File: src/rtl/seg7_display_ctrl_pkg.sv
// -----------------------------------------------------------------------------
// seg7_pkg
//   Shared definitions for the 7-segment display controller:
//   - SEG_BLANK / SEG_DASH codes ({dp, g..a}, active-low)
//   - digit-to-segment table for decimal digits 0..9
//   - controller state enum
//   - seg_lookup(): table access that returns a blank pattern for non-decimal
//     nibbles, so a corrupted nibble never lights an undefined glyph
// -----------------------------------------------------------------------------
package seg7_pkg;

   localparam logic [7:0] SEG_BLANK = 8'hFF;
   localparam logic [7:0] SEG_DASH  = 8'hBF;

   // Element [d] is the g..a pattern (active-low) for decimal digit d.
   localparam logic [9:0][6:0] SEG_TABLE = {
      7'b0010000,   // 9
      7'b0000000,   // 8
      7'b1111000,   // 7
      7'b0000010,   // 6
      7'b0010010,   // 5
      7'b0011001,   // 4
      7'b0110000,   // 3
      7'b0100100,   // 2
      7'b1111001,   // 1
      7'b1000000    // 0
   };

   typedef enum logic [1:0] {
      IDLE   = 2'd0,
      SHIFT  = 2'd1,
      COMMIT = 2'd2
   } state_e;

   function automatic logic [6:0] seg_lookup(input logic [3:0] d);
      logic [6:0] r;
      if (d <= 4'd9) begin
         r = SEG_TABLE[d];
      end else begin
         r = 7'h7F;
      end
      return r;
   endfunction

endpackage

File: src/rtl/seg7_display_ctrl_encode.sv
// -----------------------------------------------------------------------------
// seg7_encode
//   Combinational encoder for one display digit.
//   Ports:
//     nibble_i  BCD digit to show
//     dp_i      1 = light the decimal point
//     blank_i   1 = digit dark
//     dash_i    1 = show a dash (overflow); dp forced off
//     seg_o     {~dp, g..a}, active-low
// -----------------------------------------------------------------------------
module seg7_encode
   import seg7_pkg::*;
(
   input  logic [3:0] nibble_i,
   input  logic       dp_i,
   input  logic       blank_i,
   input  logic       dash_i,
   output logic [7:0] seg_o
);

   // Priority: dash over blank over normal digit.
   always_comb begin
      seg_o = SEG_BLANK;
      if (dash_i) begin
         seg_o = SEG_DASH;
      end else if (blank_i) begin
         seg_o = SEG_BLANK;
      end else begin
         seg_o = {~dp_i, seg_lookup(nibble_i)};
      end
   end

endmodule

File: src/rtl/seg7_display_ctrl.sv
// -----------------------------------------------------------------------------
// seg7_display_ctrl
//   Time-multiplexed multi-digit 7-segment controller. A loaded binary value is
//   converted to BCD by an iterative double-dabble engine (one bit per cycle),
//   then committed atomically to the display registers, which are scanned out
//   one digit per refresh slot.
//   Ports:
//     clk, rst     clock, asynchronous active-high reset
//     value        binary value to display
//     load         start conversion (ignored while busy)
//     dp_pos       digit whose dp is lit (>= DIGITS: none)
//     blank_lz     blank leading zeros
//     busy, done   conversion in progress / one-cycle commit pulse
//     overflow     committed value does not fit in DIGITS decimal digits
//     seg_out      shared {~dp, g..a} bus, active-low, registered
//     digit_en     one-hot-low digit enables, registered
// -----------------------------------------------------------------------------
module seg7_display_ctrl
   import seg7_pkg::*;
#(
   parameter  int DIGITS   = 4,
   parameter  int BIN_W    = 14,
   parameter  int SCAN_DIV = 50000,
   localparam int DP_W     = $clog2(DIGITS + 1)
)(
   input  logic              clk,
   input  logic              rst,
   input  logic [BIN_W-1:0]  value,
   input  logic              load,
   input  logic [DP_W-1:0]   dp_pos,
   input  logic              blank_lz,
   output logic              busy,
   output logic              done,
   output logic              overflow,
   output logic [7:0]        seg_out,
   output logic [DIGITS-1:0] digit_en
);

   localparam int BCD_W  = 4 * (DIGITS + 1);
   localparam int CNT_W  = $clog2(BIN_W + 1);
   localparam int SCAN_W = (DIGITS > 1) ? $clog2(DIGITS) : 1;
   localparam int PRE_W  = $clog2(SCAN_DIV);

   state_e                  state_q, state_d;
   logic [BIN_W-1:0]        bin_q, bin_d;
   logic [BCD_W-1:0]        bcd_q, bcd_d, bcd_adj_s;
   logic [CNT_W-1:0]        cnt_q, cnt_d;
   logic                    lost_q, lost_d;       // a 1 was shifted out past the top nibble
   logic [DP_W-1:0]         dp_cap_q, dp_cap_d;
   logic                    blz_q, blz_d;
   logic [DIGITS-1:0][3:0]  disp_nib_q, disp_nib_d;
   logic [DIGITS-1:0]       disp_blank_q, disp_blank_d;
   logic [DIGITS-1:0]       disp_dp_q, disp_dp_d;
   logic                    disp_ovf_q, disp_ovf_d;
   logic [DIGITS-1:0]       blank_calc_s, dp_calc_s;
   logic [DP_W-1:0]         dp_eff_s;
   logic                    zero_above_s;
   logic                    busy_q, done_q;
   logic [PRE_W-1:0]        presc_q;
   logic [SCAN_W-1:0]       scan_q;
   logic [7:0]              seg_s, seg_q;
   logic [DIGITS-1:0]       digit_en_q;

   // Double-dabble correction: +3 on every nibble >= 5 before the shift.
   always_comb begin
      bcd_adj_s = bcd_q;
      for (int k = 0; k <= DIGITS; k++) begin
         if (bcd_q[4*k +: 4] >= 4'd5) begin
            bcd_adj_s[4*k +: 4] = bcd_q[4*k +: 4] + 4'd3;
         end else begin
            bcd_adj_s[4*k +: 4] = bcd_q[4*k +: 4];
         end
      end
   end

   // Leading-zero blanking and dp placement for the value about to be committed.
   always_comb begin
      dp_eff_s     = (dp_cap_q < DP_W'(DIGITS)) ? dp_cap_q : '0;
      zero_above_s = 1'b1;
      blank_calc_s = '0;
      dp_calc_s    = '0;
      for (int i = DIGITS - 1; i >= 0; i--) begin
         zero_above_s    = zero_above_s & (bcd_q[4*i +: 4] == 4'd0);
         blank_calc_s[i] = blz_q & zero_above_s & (DP_W'(i) > dp_eff_s);
         dp_calc_s[i]    = (dp_cap_q == DP_W'(i));
      end
   end

   // Conversion FSM next-state and datapath.
   always_comb begin
      state_d      = state_q;
      bin_d        = bin_q;
      bcd_d        = bcd_q;
      cnt_d        = cnt_q;
      lost_d       = lost_q;
      dp_cap_d     = dp_cap_q;
      blz_d        = blz_q;
      disp_nib_d   = disp_nib_q;
      disp_blank_d = disp_blank_q;
      disp_dp_d    = disp_dp_q;
      disp_ovf_d   = disp_ovf_q;
      case (state_q)
         IDLE: begin
            if (load) begin
               bin_d    = value;
               bcd_d    = '0;
               cnt_d    = '0;
               lost_d   = 1'b0;
               dp_cap_d = dp_pos;
               blz_d    = blank_lz;
               state_d  = SHIFT;
            end else begin
               state_d  = IDLE;
            end
         end
         SHIFT: begin
            bcd_d  = {bcd_adj_s[BCD_W-2:0], bin_q[BIN_W-1]};
            lost_d = lost_q | bcd_adj_s[BCD_W-1];
            bin_d  = bin_q << 1;
            cnt_d  = cnt_q + CNT_W'(1);
            if (cnt_q == CNT_W'(BIN_W - 1)) begin
               state_d = COMMIT;
            end else begin
               state_d = SHIFT;
            end
         end
         COMMIT: begin
            disp_nib_d   = bcd_q[4*DIGITS-1:0];
            disp_blank_d = blank_calc_s;
            disp_dp_d    = dp_calc_s;
            disp_ovf_d   = lost_q | (bcd_q[BCD_W-1 -: 4] != 4'd0);
            state_d      = IDLE;
         end
         default: begin
            state_d = IDLE;
         end
      endcase
   end

   // FSM, conversion and display registers.
   always_ff @(posedge clk or posedge rst) begin
      if (rst) begin
         state_q      <= IDLE;
         bin_q        <= '0;
         bcd_q        <= '0;
         cnt_q        <= '0;
         lost_q       <= 1'b0;
         dp_cap_q     <= '0;
         blz_q        <= 1'b0;
         disp_nib_q   <= '0;
         disp_blank_q <= '1;
         disp_dp_q    <= '0;
         disp_ovf_q   <= 1'b0;
         busy_q       <= 1'b0;
         done_q       <= 1'b0;
      end else begin
         state_q      <= state_d;
         bin_q        <= bin_d;
         bcd_q        <= bcd_d;
         cnt_q        <= cnt_d;
         lost_q       <= lost_d;
         dp_cap_q     <= dp_cap_d;
         blz_q        <= blz_d;
         disp_nib_q   <= disp_nib_d;
         disp_blank_q <= disp_blank_d;
         disp_dp_q    <= disp_dp_d;
         disp_ovf_q   <= disp_ovf_d;
         busy_q       <= (state_d != IDLE);
         done_q       <= (state_d == COMMIT);
      end
   end

   seg7_encode u_encode (
      .nibble_i (disp_nib_q[scan_q]),
      .dp_i     (disp_dp_q[scan_q]),
      .blank_i  (disp_blank_q[scan_q]),
      .dash_i   (disp_ovf_q),
      .seg_o    (seg_s)
   );

   // Refresh prescaler, scan index and registered display outputs.
   always_ff @(posedge clk or posedge rst) begin
      if (rst) begin
         presc_q    <= '0;
         scan_q     <= '0;
         seg_q      <= SEG_BLANK;
         digit_en_q <= '1;
      end else begin
         if (presc_q == PRE_W'(SCAN_DIV - 1)) begin
            presc_q <= '0;
            scan_q  <= (scan_q == SCAN_W'(DIGITS - 1)) ? '0 : scan_q + SCAN_W'(1);
         end else begin
            presc_q <= presc_q + PRE_W'(1);
         end
         seg_q      <= seg_s;
         digit_en_q <= ~(DIGITS'(1) << scan_q);
      end
   end

   assign busy     = busy_q;
   assign done     = done_q;
   assign overflow = disp_ovf_q;
   assign seg_out  = seg_q;
   assign digit_en = digit_en_q;

endmodule

File: config.mk
export PLATFORM = sky130hd
export DESIGN_NAME = seg7_display_ctrl
export DESIGN_NICKNAME = d
export VERILOG_FILES = /design/src/rtl/seg7_display_ctrl_pkg.sv /design/src/rtl/seg7_display_ctrl_encode.sv /design/src/rtl/seg7_display_ctrl.sv
export SDC_FILE = /design/constraint.sdc
export NUM_CORES = 1
export LEC_CHECK = 0
export ABC_CLOCK_PERIOD_IN_PS = 4100
export CORE_UTILIZATION = 59
export CTS_CLUSTER_SIZE = 12
export DETAILED_ROUTE_END_ITERATION = 8
export GPL_ROUTABILITY_DRIVEN = 0
export GPL_TIMING_DRIVEN = 0
export PLACE_DENSITY = 0.8
export SETUP_SLACK_MARGIN = 0.1
export SLEW_MARGIN = 40
export SYNTH_ARGS = -nofsm -noshare
export SYNTH_HDL_FRONTEND = slang
export SYNTH_SLANG_ARGS = --single-unit
export TNS_END_PERCENT = 50
File: constraint.sdc
create_clock -name clk -period 4.1 [get_ports clk]
set_input_delay 0.41 -clock clk [delete_from_list [all_inputs] [get_ports clk]]
set_output_delay 0.41 -clock clk [all_outputs]
set_load 0.005 [all_outputs]
==> run metrics <==
Slowest-stage cell, CP mux4_1; Worst-Skew Late Latency 0.36 ns; Hold WS between 0.3 and 0.4 ns; TritonCTS Buffers 9; Resized cells post-CTS 0; Die W approximately 94 µm; Ports 36; largest net degree at the start of global routing 71; CP required about 4.4 ns; crit path kind reg -> reg; Worst Setup Start Kind flop; hold_buf cts 0; max-cap violations 0; Syn Area/Cell between 10 and 15 µm²; Antenna Nets Post-Route 0; hold crit path type in -> async; Layout Nets between 500 and 600; final-report max-slew violation count 0; worst clock skew 0.01444 ns; antenna violations before repair 0; clock-pin slew on the worst setup and hold paths about 0.1 ns; initial core utilization between 60% and 70%; first-pass GRT wire length 16240 µm; f_max between 400 and 500 MHz; CP arrival ~2.5 ns; Max clock buf depth 2; Die Ht 93.50 µm; share of cells above drive strength 1 between 10% and 20%; Critical Path Fanout Max 7; final setup fails 0; worst relative slew slack a little under half; Leakage 2.525 nW; Finished Cell Area about 5600 µm²; post-synthesis cell count 456; storage element area between 2000 and 3000 µm²; WL/cell 15.66 µm; # fillers around 630; Post-Route Setup TNS 0 ns; final cycle utilization of the critical path around 53%; RSZ-0062 raised after global routing no; TritonCTS clock tree yes; pwr dens around 590 nW/µm²; met3 Use GR approximately 5.9%; Worst path depth 7; yosys warns 0; DRT Wirelength ~9600 µm; # port buffers 35; sequential fraction of the synthesis area 52.08%; Post-DP HPWL slightly below 7000 µm; Syn Nets between 500 and 600; fraction of registers with async set or reset after synthesis between 90% and 100%; CP cell instances buf_6 -> mux4_1 -> inv_1 -> ha_1 -> nor2_1 -> a2111oi_2 -> nor3_1; Worst path max stage delay about 0.63 ns; Top FF cell, synth dfrtp_1; Synth Register Bits slightly above 100; gr busiest metal met2; DRC Markers 0; CTS root buf clkbuf_8; dpl cells slightly below 600; M2 GR Usage around two fifths; Ant. Diodes 0; CP Buf/Inv Count 2; row cnt 33; M1 GR Usage a little under a third; reg2reg path depth 7; H-tree Lvls 3; DR vias/cell just under 6; Yosys cell types 50; peak supply drop between 0.3 and 0.4 mV; Post-CTS Repair Setup Buffers 0; Post-Syn Area a little under 5000 µm²; vias in the first global route 3460; CTS sink cnt between 100 and 150; die area between 8000 and 9000 µm²; status finished, final reports clean; Hold Fails Final Rpt 0; overflow left after global routing 0; critical path capture point type flop; area occupied by multi-input gates 2178 µm²; Final Non-Filler Cells between 600 and 700; routed vias 3562; Top delay family on crit path multiplexers; placed cell areas between 5000 and 6000 µm²; number of DRC markers in iteration 0 170; area grow syn2layout 13.93%; GRT Total Usage between 20% and 30%; Post-synth EDFFs 0; minimum clock period ~2.2 ns; pin slew with the least headroom to its limit between 0.7 and 0.8 ns; CORE AREA slightly above 8000 µm²; drt pass-1 iters 4
layer usage:
metal,wire [µm],vias up
met5,0,-
met4,121,0
met3,402,12
met2,4871,79
met1,4203,1777
li1,-,1694
sequential cells by signal, summed over array words and instances, names as in the netlist:
register      count
blz_q             1
cnt_q             4
dp_cap_q          3
bin_q            14
disp_nib_q       16
state_q           2
disp_blank_q      4
done              1
lost_q            1
busy              1
overflow          1
digit_en          4
presc_q          16
disp_dp_q         4
scan_q            2
seg_out           8
bcd_q            20
synthesized netlist by cell type (2+ instances only):
library cell  count  area share, %
and3b_1          12            2.1
a32o_1            5            1.0
o31ai_1           8            1.2
nor4bb_1          2           0.41
and4_1            4           0.71
a22o_1            5           0.89
ha_1             26            6.6
nand3_1          12            1.2
and2_1            6           0.76
mux2i_1           5            1.0
dfrtp_1          86             44
dfstp_2          16            8.5
nand3b_1          2           0.30
mux2_2           10            2.3
mux4_1            3            1.6
o41ai_1           2           0.35
xnor2_1           9            1.6
clkbuf_1          9           0.68
nand4_1           3           0.38
o21ai_0          39            4.0
nor3_1            2           0.20
a21oi_1          23            2.3
xor2_1            9            1.6
buf_6             2           0.46
nand2b_1         11            1.4
nor2_1           16            1.2
nand2_1          62            4.7
nor2b_1           2           0.25
nor3b_1           4           0.61
inv_1            21            1.6
buf_2            10            1.0
mux4_2            3            1.4
nor4b_1           2           0.35
o22ai_1           9            1.1
power breakdown:
group          switching [mW]  total [mW]  internal (mW)
registers               0.226        1.54           1.31
clock network           0.344       0.568          0.224
logic                   0.673        1.24          0.568
cells by family after synthesis:
logic type | Yosys count | synth area share [%]
xor+xnor | 18 | 3.192
mux | 21 | 6.256
flops | 102 | 52.08
simple gates | 147 | 15.76
buf+inv | 43 | 3.825
fa+ha+maj | 26 | 6.586
compound gates | 99 | 12.31
final cells by class:
| cell class | count | area share (%) |
|---|---|---|
| Timing Repair Buffer | 36 | 6.714 |
| Inverter | 22 | 1.601 |
| Buffer | 21 | 1.890 |
| Sequential cell | 102 | 45.71 |
| Clock inverter | 6 | 0.7781 |
| Multi-Input combinational cell | 311 | 38.71 |
| Clock buffer | 10 | 2.268 |
| Tap cell | 105 | 2.334 |
placed cells by master, fill, tap and decap left out, types with 3 or more instances in the layout:
cell	Yosys	routed
a21oi_1	23	23
a22o_1	5	5
a32o_1	5	5
and2_1	6	6
and3b_1	12	12
and4_1	4	4
buf_2	10	10
clkbuf_1	9	10
clkbuf_8	0	9
clkdlybuf4s50_1	0	35
dfrtp_1	86	86
dfstp_2	16	16
ha_1	26	26
inv_1	21	20
mux2_2	10	10
mux2i_1	5	5
mux4_1	3	3
mux4_2	3	3
nand2_1	62	62
nand2b_1	11	11
nand3_1	12	12
nand4_1	3	3
nor2_1	16	16
nor3b_1	4	4
o21ai_0	39	39
o22ai_1	9	9
o31ai_1	8	8
xnor2_1	9	9
xor2_1	9	9
worst reg2reg max path, cell delays in order, from the launching register on:
cell       delay [ns]
dfrtp_1          0.43
buf_6            0.17
mux4_1           0.63
inv_1            0.13
ha_1             0.18
nor2_1           0.08
a2111oi_2        0.37
nor3_1           0.09
stage by stage:
step	total power [mW]	util, %	worst slack (ns)
after global placement	2.694	66.31	-0.3857
after CTS	3.360	68.84	1.931
final	3.345	68.84	1.930
after global routing	3.600	68.84	1.830
after detailed placement	2.785	66.74	1.986
after floorplan	2.421	-	1.041
final timing paths:
kind	from	to	slack (ns)
worst max-delay path	scan_q[0]	seg_out[6]	1.93
worst min-delay path	rst	bin_q[5]	0.40
worst max register to register	scan_q[0]	seg_out[6]	1.93
worst min register to register	presc_q[0]	presc_q[0]	0.47
max in group asynchronous	rst	seg_out[6]	3.06
min in group clk	presc_q[0]	presc_q[0]	0.47
Power figures use the tool's default switching activity.
